==> config.mk <==
export PLATFORM = sky130hd
export DESIGN_NAME = sdram_arbiter_rr_flat
export DESIGN_NICKNAME = d
export VERILOG_FILES = /design/src/rtl/sdram_arbiter_rr_if.sv /design/src/rtl/sdram_arbiter_rr.sv /design/src/flat_wrapper.sv
export SDC_FILE = /design/constraint.sdc
export NUM_CORES = 1
export LEC_CHECK = 0
export CAP_MARGIN = 25
export CORE_AREA = 2 2 123 125
export DETAILED_ROUTE_END_ITERATION = 12
export DIE_AREA = 0 0 125 127
export PLACE_DENSITY = 0.75
export SYNTH_ARGS = -nofsm -noshare
export SYNTH_HDL_FRONTEND = slang
export SYNTH_SLANG_ARGS = --single-unit
==> constraint.sdc <==
create_clock -name clk -period 4.9 [get_ports clk]
set_clock_uncertainty 0.15 [all_clocks]
set_input_delay 0.735 -clock clk [delete_from_list [all_inputs] [get_ports clk]]
set_output_delay 0.735 -clock clk [all_outputs]
set_load 0.01 [all_outputs]
==> src/rtl/sdram_arbiter_rr_if.sv <==
// Bus bundle between the SDRAM arbiter, its masters (init loader + clients) and the controller port.
// The arbiter uses the slave view; the surrounding system/bench uses the master view.
interface sdram_arbiter_rr_if #(
    parameter int NUM_CLIENTS = 4,
    parameter int ADDR_W      = 25,
    parameter int DATA_W      = 16,
    parameter int BE_W        = 2
);
    logic [ADDR_W-1:0]             init_addr;
    logic                          init_we;
    logic [DATA_W-1:0]             init_wrdata;
    logic                          init_done;
    logic                          init_ac;
    logic                          init_busy;

    logic [NUM_CLIENTS-1:0]        cl_req;
    logic [NUM_CLIENTS-1:0]        cl_rd;
    logic [NUM_CLIENTS-1:0]        cl_we;
    logic [NUM_CLIENTS*ADDR_W-1:0] cl_addr;
    logic [NUM_CLIENTS*DATA_W-1:0] cl_wrdata;
    logic [NUM_CLIENTS*BE_W-1:0]   cl_be;
    logic [NUM_CLIENTS-1:0]        cl_grant;
    logic [NUM_CLIENTS-1:0]        cl_ac;
    logic [DATA_W-1:0]             cl_rddata;

    logic [ADDR_W-1:0]             ar_addr;
    logic [BE_W-1:0]               ar_be;
    logic                          ar_read;
    logic                          ar_write;
    logic [DATA_W-1:0]             ar_wrdata;
    logic                          ar_ac;
    logic [DATA_W-1:0]             ar_rddata;

    modport slave (
        input  init_addr, init_we, init_wrdata, init_done,
        input  cl_req, cl_rd, cl_we, cl_addr, cl_wrdata, cl_be,
        input  ar_ac, ar_rddata,
        output init_ac, init_busy, cl_grant, cl_ac, cl_rddata,
        output ar_addr, ar_be, ar_read, ar_write, ar_wrdata
    );

    modport master (
        output init_addr, init_we, init_wrdata, init_done,
        output cl_req, cl_rd, cl_we, cl_addr, cl_wrdata, cl_be,
        output ar_ac, ar_rddata,
        input  init_ac, init_busy, cl_grant, cl_ac, cl_rddata,
        input  ar_addr, ar_be, ar_read, ar_write, ar_wrdata
    );
endinterface

==> src/rtl/sdram_arbiter_rr.sv <==
// Round-robin SDRAM port arbiter: init loader owns the port until init_done, then NUM_CLIENTS
// clients share it with optional client-0 priority and a per-grant burst cap.
module sdram_arbiter_rr #(
    parameter int NUM_CLIENTS = 4,
    parameter int ADDR_W      = 25,
    parameter int DATA_W      = 16,
    parameter int BE_W        = 2,
    parameter int MAX_BURST   = 64,
    parameter int PRIO0       = 1
) (
    input  logic              clk,
    input  logic              reset,
    sdram_arbiter_rr_if.slave bus
);
    localparam int PTR_W = $clog2(NUM_CLIENTS);
    localparam int CNT_W = $clog2(MAX_BURST) + 1;

    typedef enum logic [1:0] {ST_INIT, ST_IDLE, ST_OWN, ST_TURN} state_t;

    state_t               state_q, state_d;
    logic [PTR_W-1:0]     ptr_q, ptr_d;
    logic [CNT_W-1:0]     cnt_q, cnt_d;
    logic [ADDR_W-1:0]    last_addr_q, last_addr_d;

    logic [PTR_W-1:0]       win_idx;
    logic                   win_found;
    int                     scan_idx;
    logic [NUM_CLIENTS-1:0] g_onehot;
    logic [ADDR_W-1:0]      g_addr;
    logic [DATA_W-1:0]      g_wrdata;
    logic [BE_W-1:0]        g_be;
    logic                   g_req, g_rd, g_we;
    logic                   other_req, at_cap;

    // The pointer always holds the index of the current (or most recent) grant holder.
    assign g_onehot  = NUM_CLIENTS'(1) << ptr_q;
    assign g_addr    = bus.cl_addr[int'(ptr_q)*ADDR_W +: ADDR_W];
    assign g_wrdata  = bus.cl_wrdata[int'(ptr_q)*DATA_W +: DATA_W];
    assign g_be      = bus.cl_be[int'(ptr_q)*BE_W +: BE_W];
    assign g_req     = bus.cl_req[ptr_q];
    assign g_rd      = bus.cl_rd[ptr_q];
    assign g_we      = bus.cl_we[ptr_q];
    assign other_req = |(bus.cl_req & ~g_onehot);
    assign at_cap    = (cnt_q == CNT_W'(MAX_BURST - 1));

    always_comb begin
        win_idx   = ptr_q;
        win_found = 1'b0;
        scan_idx  = 0;
        if (PRIO0 != 0 && bus.cl_req[0]) begin
            win_idx   = '0;
            win_found = 1'b1;
        end else begin
            for (int k = 1; k <= NUM_CLIENTS; k++) begin
                scan_idx = (int'(ptr_q) + k) % NUM_CLIENTS;
                if (!win_found && bus.cl_req[scan_idx]) begin
                    win_idx   = PTR_W'(scan_idx);
                    win_found = 1'b1;
                end
            end
        end
    end

    always_comb begin
        state_d     = state_q;
        ptr_d       = ptr_q;
        cnt_d       = cnt_q;
        last_addr_d = last_addr_q;
        case (state_q)
            ST_INIT: begin
                if (bus.init_done) state_d = ST_IDLE;
            end
            ST_IDLE: begin
                cnt_d = '0;
                if (win_found) begin
                    state_d = ST_OWN;
                    ptr_d   = win_idx;
                end
            end
            ST_OWN: begin
                last_addr_d = g_addr;
                if (!g_req) begin
                    state_d = ST_TURN;
                    cnt_d   = '0;
                end else if (bus.ar_ac && at_cap) begin
                    // Cap reached: rotate only if someone else is waiting, else restart the count.
                    cnt_d = '0;
                    if (other_req) state_d = ST_TURN;
                end else if (bus.ar_ac) begin
                    cnt_d = cnt_q + CNT_W'(1);
                end
            end
            ST_TURN: begin
                cnt_d = '0;
                if (win_found) begin
                    state_d = ST_OWN;
                    ptr_d   = win_idx;
                end else begin
                    state_d = ST_IDLE;
                end
            end
            default: state_d = ST_INIT;
        endcase
    end

    always_comb begin
        bus.init_ac   = 1'b0;
        bus.cl_grant  = '0;
        bus.cl_ac     = '0;
        bus.ar_addr   = last_addr_q;
        bus.ar_be     = '0;
        bus.ar_read   = 1'b0;
        bus.ar_write  = 1'b0;
        bus.ar_wrdata = '0;
        case (state_q)
            ST_INIT: begin
                bus.ar_addr   = bus.init_addr;
                bus.ar_write  = bus.init_we;
                bus.ar_be     = '1;
                bus.ar_wrdata = bus.init_wrdata;
                bus.init_ac   = bus.ar_ac;
            end
            ST_OWN: begin
                bus.cl_grant  = g_onehot;
                bus.ar_addr   = g_addr;
                bus.ar_be     = g_be;
                bus.ar_wrdata = g_wrdata;
                bus.ar_write  = g_we;
                bus.ar_read   = g_rd & ~g_we;
                bus.cl_ac     = bus.ar_ac ? g_onehot : '0;
            end
            default: ;
        endcase
    end

    assign bus.init_busy = (state_q == ST_INIT);
    assign bus.cl_rddata = bus.ar_rddata;

    always_ff @(posedge clk) begin
        if (reset) begin
            state_q     <= ST_INIT;
            ptr_q       <= PTR_W'(NUM_CLIENTS - 1);
            cnt_q       <= '0;
            last_addr_q <= '0;
        end else begin
            state_q     <= state_d;
            ptr_q       <= ptr_d;
            cnt_q       <= cnt_d;
            last_addr_q <= last_addr_d;
        end
    end
endmodule

==> src/flat_wrapper.sv <==
// flat-port wrapper written by rule: the top's interface ports become plain ports
module sdram_arbiter_rr_flat 
#(
    parameter int NUM_CLIENTS = 4,
    parameter int ADDR_W      = 25,
    parameter int DATA_W      = 16,
    parameter int BE_W        = 2,
    parameter int MAX_BURST   = 64,
    parameter int PRIO0       = 1
)
  (clk, reset, bus_init_addr, bus_init_we, bus_init_wrdata, bus_init_done, bus_cl_req, bus_cl_rd, bus_cl_we, bus_cl_addr, bus_cl_wrdata, bus_cl_be, bus_ar_ac, bus_ar_rddata, bus_init_ac, bus_init_busy, bus_cl_grant, bus_cl_ac, bus_cl_rddata, bus_ar_addr, bus_ar_be, bus_ar_read, bus_ar_write, bus_ar_wrdata);
  sdram_arbiter_rr_if #(.NUM_CLIENTS(NUM_CLIENTS), .ADDR_W(ADDR_W), .DATA_W(DATA_W), .BE_W(BE_W)) bus_i ();
  input  logic clk;
  input  logic reset;
  input wire logic [$bits(bus_i.init_addr)-1:0] bus_init_addr;
  input wire logic [$bits(bus_i.init_we)-1:0] bus_init_we;
  input wire logic [$bits(bus_i.init_wrdata)-1:0] bus_init_wrdata;
  input wire logic [$bits(bus_i.init_done)-1:0] bus_init_done;
  input wire logic [$bits(bus_i.cl_req)-1:0] bus_cl_req;
  input wire logic [$bits(bus_i.cl_rd)-1:0] bus_cl_rd;
  input wire logic [$bits(bus_i.cl_we)-1:0] bus_cl_we;
  input wire logic [$bits(bus_i.cl_addr)-1:0] bus_cl_addr;
  input wire logic [$bits(bus_i.cl_wrdata)-1:0] bus_cl_wrdata;
  input wire logic [$bits(bus_i.cl_be)-1:0] bus_cl_be;
  input wire logic [$bits(bus_i.ar_ac)-1:0] bus_ar_ac;
  input wire logic [$bits(bus_i.ar_rddata)-1:0] bus_ar_rddata;
  output wire logic [$bits(bus_i.init_ac)-1:0] bus_init_ac;
  output wire logic [$bits(bus_i.init_busy)-1:0] bus_init_busy;
  output wire logic [$bits(bus_i.cl_grant)-1:0] bus_cl_grant;
  output wire logic [$bits(bus_i.cl_ac)-1:0] bus_cl_ac;
  output wire logic [$bits(bus_i.cl_rddata)-1:0] bus_cl_rddata;
  output wire logic [$bits(bus_i.ar_addr)-1:0] bus_ar_addr;
  output wire logic [$bits(bus_i.ar_be)-1:0] bus_ar_be;
  output wire logic [$bits(bus_i.ar_read)-1:0] bus_ar_read;
  output wire logic [$bits(bus_i.ar_write)-1:0] bus_ar_write;
  output wire logic [$bits(bus_i.ar_wrdata)-1:0] bus_ar_wrdata;
  assign bus_i.init_addr = bus_init_addr;
  assign bus_i.init_we = bus_init_we;
  assign bus_i.init_wrdata = bus_init_wrdata;
  assign bus_i.init_done = bus_init_done;
  assign bus_i.cl_req = bus_cl_req;
  assign bus_i.cl_rd = bus_cl_rd;
  assign bus_i.cl_we = bus_cl_we;
  assign bus_i.cl_addr = bus_cl_addr;
  assign bus_i.cl_wrdata = bus_cl_wrdata;
  assign bus_i.cl_be = bus_cl_be;
  assign bus_i.ar_ac = bus_ar_ac;
  assign bus_i.ar_rddata = bus_ar_rddata;
  assign bus_init_ac = bus_i.init_ac;
  assign bus_init_busy = bus_i.init_busy;
  assign bus_cl_grant = bus_i.cl_grant;
  assign bus_cl_ac = bus_i.cl_ac;
  assign bus_cl_rddata = bus_i.cl_rddata;
  assign bus_ar_addr = bus_i.ar_addr;
  assign bus_ar_be = bus_i.ar_be;
  assign bus_ar_read = bus_i.ar_read;
  assign bus_ar_write = bus_i.ar_write;
  assign bus_ar_wrdata = bus_i.ar_wrdata;
  sdram_arbiter_rr #(.NUM_CLIENTS(NUM_CLIENTS), .ADDR_W(ADDR_W), .DATA_W(DATA_W), .BE_W(BE_W), .MAX_BURST(MAX_BURST), .PRIO0(PRIO0)) u_core (.clk(clk), .reset(reset), .bus(bus_i));
endmodule
==> metrics.txt, run 1 <==
width of the die around 130 microns; fraction of registers with async set/reset 0; Core ar. around 14000 sq um; DRT iter0 DRCs around 210; Achievable Freq around 0.28 GHz; critical path startpoint category register; Vias/cell roughly 4.9; final WL between 10 and 15 mm; total negative setup slack 0 ps; fin crit period about 3600 ps; ratio of cells with drive above 1 in the final layout 0.103; placer congestion estimate between 0.8 and 0.9; area delta synth->final 80.9%; router iterations before antenna repair 4; WL/cell around 17 microns; die height between 100 and 150 microns; post-synthesis sequential area ratio 0.193; pwr dens 205 nW/um^2; Yosys cell types ~40; Slew @ Worst Pin around 800 ps; CP Max Fanout 40; worst reg-to-reg path cell count 7; Yosys reg bits 36; H-tree lvl count 2; Syn Nets between 600 and 700; Final HPWL DP 11.4 mm; final setup margin around 1300 ps; I/O pins 317; unrepaired setup endpoints after global routing false; clock slew seen by the registers of the worst setup and hold paths approximately 60 ps; grt ovf 0; syn avg cell area roughly 8.7 sq um; fin crit share 0.738; register area between 700 and 800 sq um; routed vias about 4200; Final Hold Fails 0; vias in the first global route 4420; Routed Antenna Nets 0; M1 GR Usage 0.230; class of the worst hold path reg -> reg; clk_lat worst skew roughly 270 ps; Worst EP arrival about 2700 ps; post-synth design cell area roughly 3700 sq um; EDFF count, synth 0; Clock Sinks 36; M2 GR Usage 0.315; Crit path required time around 4000 ps; DRC violations left 0; Tot Pwr 1.39 mW; final setup fails 0; Primary FF master, synth dfxtp_1; Warnings, synthesis 0; Lkg Pwr between 2 and 2.5 nW; root buf cell clkbuf_16; post_cts resized 0; Total GRT Usage 0.179; diodes inserted 0; CTS Buffer Depth 2; antenna violations before repair 0; Core Util, Final 0.469; Hold Buf Count CTS 0; Initial Utilization 0.259; Post-CTS Setup Inserts 0; GR peak layer met2; Slew headroom 0.475; CP endpoint kind output port; status completed; multi-input logic area 2700 sq um; I/O Buffers between 200 and 300; Max stage delay on crit path 850 ps; fill count roughly 1400; peak supply drop approximately 0.12 mV; Max Cap Viol 0; first-pass GRT wire length between 20 and 25 mm; GRT met3 Usage 0.0314; Setup WS pre-CTS between 1500 and 2000 ps; TritonCTS clock tree done; Hold Crit Depth 2; largest net degree at the start of global routing 44; slowest CP cell dfxtp_4; cells after synthesis 430; number of core rows 44; nets between 900 and 1000; Slew Viols, Final 0; Critical Path, Cell by Cell buf_4 > mux4_2 > mux2i_1 > nor2_1 > clkdlybuf4s50_1; CTS buffer count 5; Crit Path Category reg -> out; die area 15900 sq um
worst paths after layout:
| check | startpoint | end | slack [ps] |
|---|---|---|---|
| worst min register to register | u_core.last_addr_q[9] | u_core.last_addr_q[9] | 300 |
| worst max-delay path | u_core.ptr_q[0] | bus_ar_wrdata[10] | 1280 |
| worst min-delay path | u_core.last_addr_q[9] | u_core.last_addr_q[9] | 300 |
| worst max register to register | u_core.ptr_q[0] | u_core.ptr_q[1] | 1840 |
metal layers:
layer  part of all wire  vias up
li1                   -     2041
met1               0.41     1989
met2               0.50      188
met3              0.065       20
met4              0.017        0
met5                  0        -
layout by cell type (no fill, tap or decap), types with 8 or more instances in the layout:
| cell type | n |
|---|---|
| clkdlybuf4s50_1 | 284 |
| mux2i_1 | 46 |
| nand2_1 | 82 |
| inv_1 | 9 |
| o21ai_0 | 33 |
| a21oi_1 | 32 |
| dfxtp_1 | 32 |
| mux4_2 | 46 |
| nor2_1 | 25 |
| nand3_1 | 8 |
critical path, delay by kind of cell, from the launching register on:
kind	cells	cell delay, ps
buffers and inverters	2	840
DFF	1	850
muxes	2	690
and+or+nand+nor	1	60
stage by stage:
| step | instances | hold WS [ps] | cell area [sq um] |
|---|---|---|---|
| after floorplan | 430 | 286 | 3740 |
| after global placement | 848 | 292 | 6600 |
| after CTS | 856 | 306 | 6750 |
| after global routing | 857 | 329 | 6770 |
| after detailed placement | 848 | 298 | 6600 |
| final | 857 | 304 | 6770 |
cells in the mapped netlist (all sizes together) (2+ instances only):
library cell  count  area share
nand2            82       0.082
mux2i            46        0.12
mux4             46        0.28
dfxtp            36        0.19
buf              35       0.056
o21ai            33       0.044
a21oi            32       0.043
nor2             25       0.025
clkbuf           22       0.022
inv               9      0.0090
nand3             8       0.011
and2              6       0.010
and3              5      0.0084
ha                5       0.017
nor3              5      0.0067
nand2b            4      0.0067
o22ai             4      0.0067
nand4b            3      0.0070
nor2b             3      0.0050
o31ai             2      0.0040
final cells by class:
cell class | count | area share
inverter | 9 | 0.00499
clock inverter | 1 | 0.00111
multi-input combinational | 328 | 0.399
clock buffer | 7 | 0.0211
tap | 184 | 0.0340
sequential | 36 | 0.108
timing repair buffer | 292 | 0.432
registers in the layout (all words and copies together) (netlist names):
name and flops:
u_core.last_addr_q 25, u_core.ptr_q 2, u_core.cnt_q 7, u_core.state_q 2
power breakdown:
group | internal (mW) | switching (mW) | total, mW
Sequential | 0.312 | 0.0598 | 0.372
Combinational | 0.447 | 0.245 | 0.692
Clock | 0.203 | 0.123 | 0.325
Total | 0.962 | 0.428 | 1.39
logic make-up (layout without fill, tap and decap cells):
kind of cell	count (synthesis)	in the layout	share of synthesized area
muxes	93	93	0.404
and+or+nand+nor	147	147	0.175
DFF	36	36	0.193
buffers and inverters	66	309	0.0867
adders and majority gates	5	5	0.0167
AOI/OAI and AO/OA	83	83	0.125
Power figures use the tool's default switching activity.
==> run 2: changes to the inputs <==
CORE_AREA = 2 2 122 124   (was 2 2 123 125)
DIE_AREA = 0 0 124 126   (was 0 0 125 127)
PLACE_DENSITY = 0.79   (was 0.75)
clock period = 3 ns   (was 4.9 ns; I/O delays follow)
==> run 2 against run 1 <==
Global-route usage increased by 0.89 points. Wire length is 3.1% higher. Total power rose by 72%. Flip-flop and latch count did not move. Register-to-register slack got worse by 1400 ps. Sequential share of layout area decreased by 0.23 points. Critical endpoint is now bus_ar_write. Highest routed layer unchanged.
==> metrics.txt, run 2 (synthesis gave the netlist of run 1 again) <==
Crit Path Category in -> out; fin crit share 0.944; CTS Buffer Depth 2 (unchanged); DRT iter0 DRCs 165 (-21%); Max stage delay on crit path 530 ps (-320 ps); Worst Path Buf+Inv 2 (unchanged); peak supply drop 0.207 mV (+72%); clock slew seen by the registers of the worst setup and hold paths 50 ps (about the same); class of the worst hold path reg -> reg; fill count 1366 (-1.0%); register-to-register setup slack 480 ps (-1360 ps); ratio of cells with drive above 1 in the final layout 0.120 (+0.0172); I/O Buffers 284 (unchanged); nets 935 (+1.3%); post_cts resized 0 (unchanged); Setup crit start bus_cl_we[0]; Max Cap Viol 0 (unchanged); Hold Slack 303 ps (-1.25 ps); total negative setup slack 0 ps (unchanged); final setup margin 169 ps (-1110 ps); commonest non-fill, non-tap cell in the layout clkdlybuf4s50_1; Setup WS pre-CTS 171 ps (-1340 ps); most frequent cells in the layout clkdlybuf4s50_1, nand2_1, mux4_2, mux2i_1, o21ai_0; Worst EP arrival 2230 ps (-500 ps); die area 15600 sq um (-1.6%); CP Max Fanout 2 (-95%); critical path startpoint category input pin; Hold Buf Count CTS 0 (unchanged); final setup fails 0 (unchanged); placer congestion estimate 0.850 (-0.33%); CTS buffer count 5 (unchanged); hold endpoint u_core.last_addr_q[13]; Final HPWL DP 11.9 mm (+4.3%); root buf cell clkbuf_16; DRC violations left 0 (unchanged); Routed Antenna Nets 0 (unchanged); HP Start u_core.last_addr_q[13]; routed vias 4305 (+1.6%); Crit path required time 2400 ps (-1610 ps); Clock Sinks 36 (unchanged); Total GRT Usage 0.188 (+0.00892); delay-heaviest family, CP buffers and inverters; number of core rows 44 (unchanged); Achievable Freq roughly 0.35 GHz; die height 126 microns (-0.79%); Reg2Reg Capture Point u_core.ptr_q[1]; CP endpoint kind output port; Top reg by flops u_core.last_addr_q; WL/cell 17.0 microns (+1.7%); area delta synth->final 84.9%; Core Util, Final 0.483 (+0.0141); width of the die 124 microns (-0.80%); H-tree lvl count 2 (unchanged); diodes inserted 0 (unchanged); vias in the first global route 4408 (-0.27%); Final Hold Fails 0 (unchanged); pwr dens 345 nW/um^2 (+68%); clk_lat worst skew 280 ps (about the same); router iterations before antenna repair 4 (unchanged); Slew headroom 0.617 (+0.141); worst reg-to-reg path cell count 7 (unchanged); Slew Viols, Final 0 (unchanged); TritonCTS clock tree done; Core ar. 14300 sq um (-0.76%); number of flip-flops in the largest register 25 (unchanged); Lkg Pwr 2.53 nW (+3.3%); Crit Reg-Reg Startpoint u_core.ptr_q[0]; Largest regs u_core.last_addr_q (25), u_core.cnt_q (7); antenna violations before repair 0 (unchanged); Crit path top cell by count clkdlybuf4s50_1; I/O pins 317 (unchanged); unrepaired setup endpoints after global routing false; final WL 14.8 mm (+3.1%); Initial Utilization 0.261 (+0.00199); first-pass GRT wire length 22.8 mm (-1.3%); grt ovf 0 (unchanged); fin crit period 2830 ps; Critical Path, Cell by Cell clkdlybuf4s50_1 > mux4_2 > mux2i_1 > nor2_1 > clkdlybuf4s50_1; Slew @ Worst Pin 569 ps (-218 ps); Post-CTS Setup Inserts 3 (+3); largest net degree at the start of global routing 77 (+75%); Vias/cell 4.95 (+0.18%); slowest CP cell mux4_2; Hold Crit Depth 2 (unchanged); status completed
run 2: cell count changes in the layout (fill, tap and decap cells not counted), sizes merged:
cell    delta
clkbuf     -2
clkinv     +1
bufinv     +1
buf       +12
run 2: worst max path at each step:
stage,cells past startpoint,end
3_3_place_gp,5,bus_ar_write
2_1_floorplan,10,u_core.ptr_q[1]
4_1_cts,5,bus_ar_write
6_report,5,bus_ar_write
5_1_grt,5,bus_ar_addr[5]
3_5_place_dp,5,bus_ar_write
run 2: tightest hold or removal path, stage by stage (launching register included):
cell	delay, ps
dfxtp_1	300
nand2_1	50
a21oi_1	50
run 2: layout make-up:
| class | instances | area (sq um) | area share |
|---|---|---|---|
| clock buffers | 5 | 125 | 0.0181 |
| clock inverters | 3 | 42.5 | 0.00615 |
| inverters | 9 | 33.8 | 0.00489 |
| multi-input cells | 328 | 2700 | 0.390 |
| flip-flops and latches | 36 | 731 | 0.106 |
| well taps | 184 | 230 | 0.0333 |
| repair buffers | 304 | 3060 | 0.442 |
run 2: per-layer routing:
| metal | wire (microns) | up-vias | track usage |
|---|---|---|---|
| met3 | 1080 | 31 | 0.0362 |
| met5 | 0 | - | 0 |
| met2 | 7400 | 188 | 0.323 |
| li1 | - | 2065 | - |
| met4 | 416 | 0 | 0.0601 |
| met1 | 5900 | 2021 | 0.236 |
run 2: power breakdown:
part	internal (mW)	switching, mW	total (mW)
Sequential	0.510	0.0321	0.542
Combinational	0.763	0.482	1.24
Clock	0.390	0.208	0.599
Total	1.66	0.722	2.39
run 2: through the flow:
stage / cells / total power [mW] / cell area [sq um]
6_report: 869 / 2.39 / 6920
3_3_place_gp: 858 / 1.78 / 6710
3_5_place_dp: 858 / 1.79 / 6710
4_1_cts: 869 / 2.42 / 6920
5_1_grt: 869 / 2.53 / 6920
2_1_floorplan: 430 / 1.16 / 3740
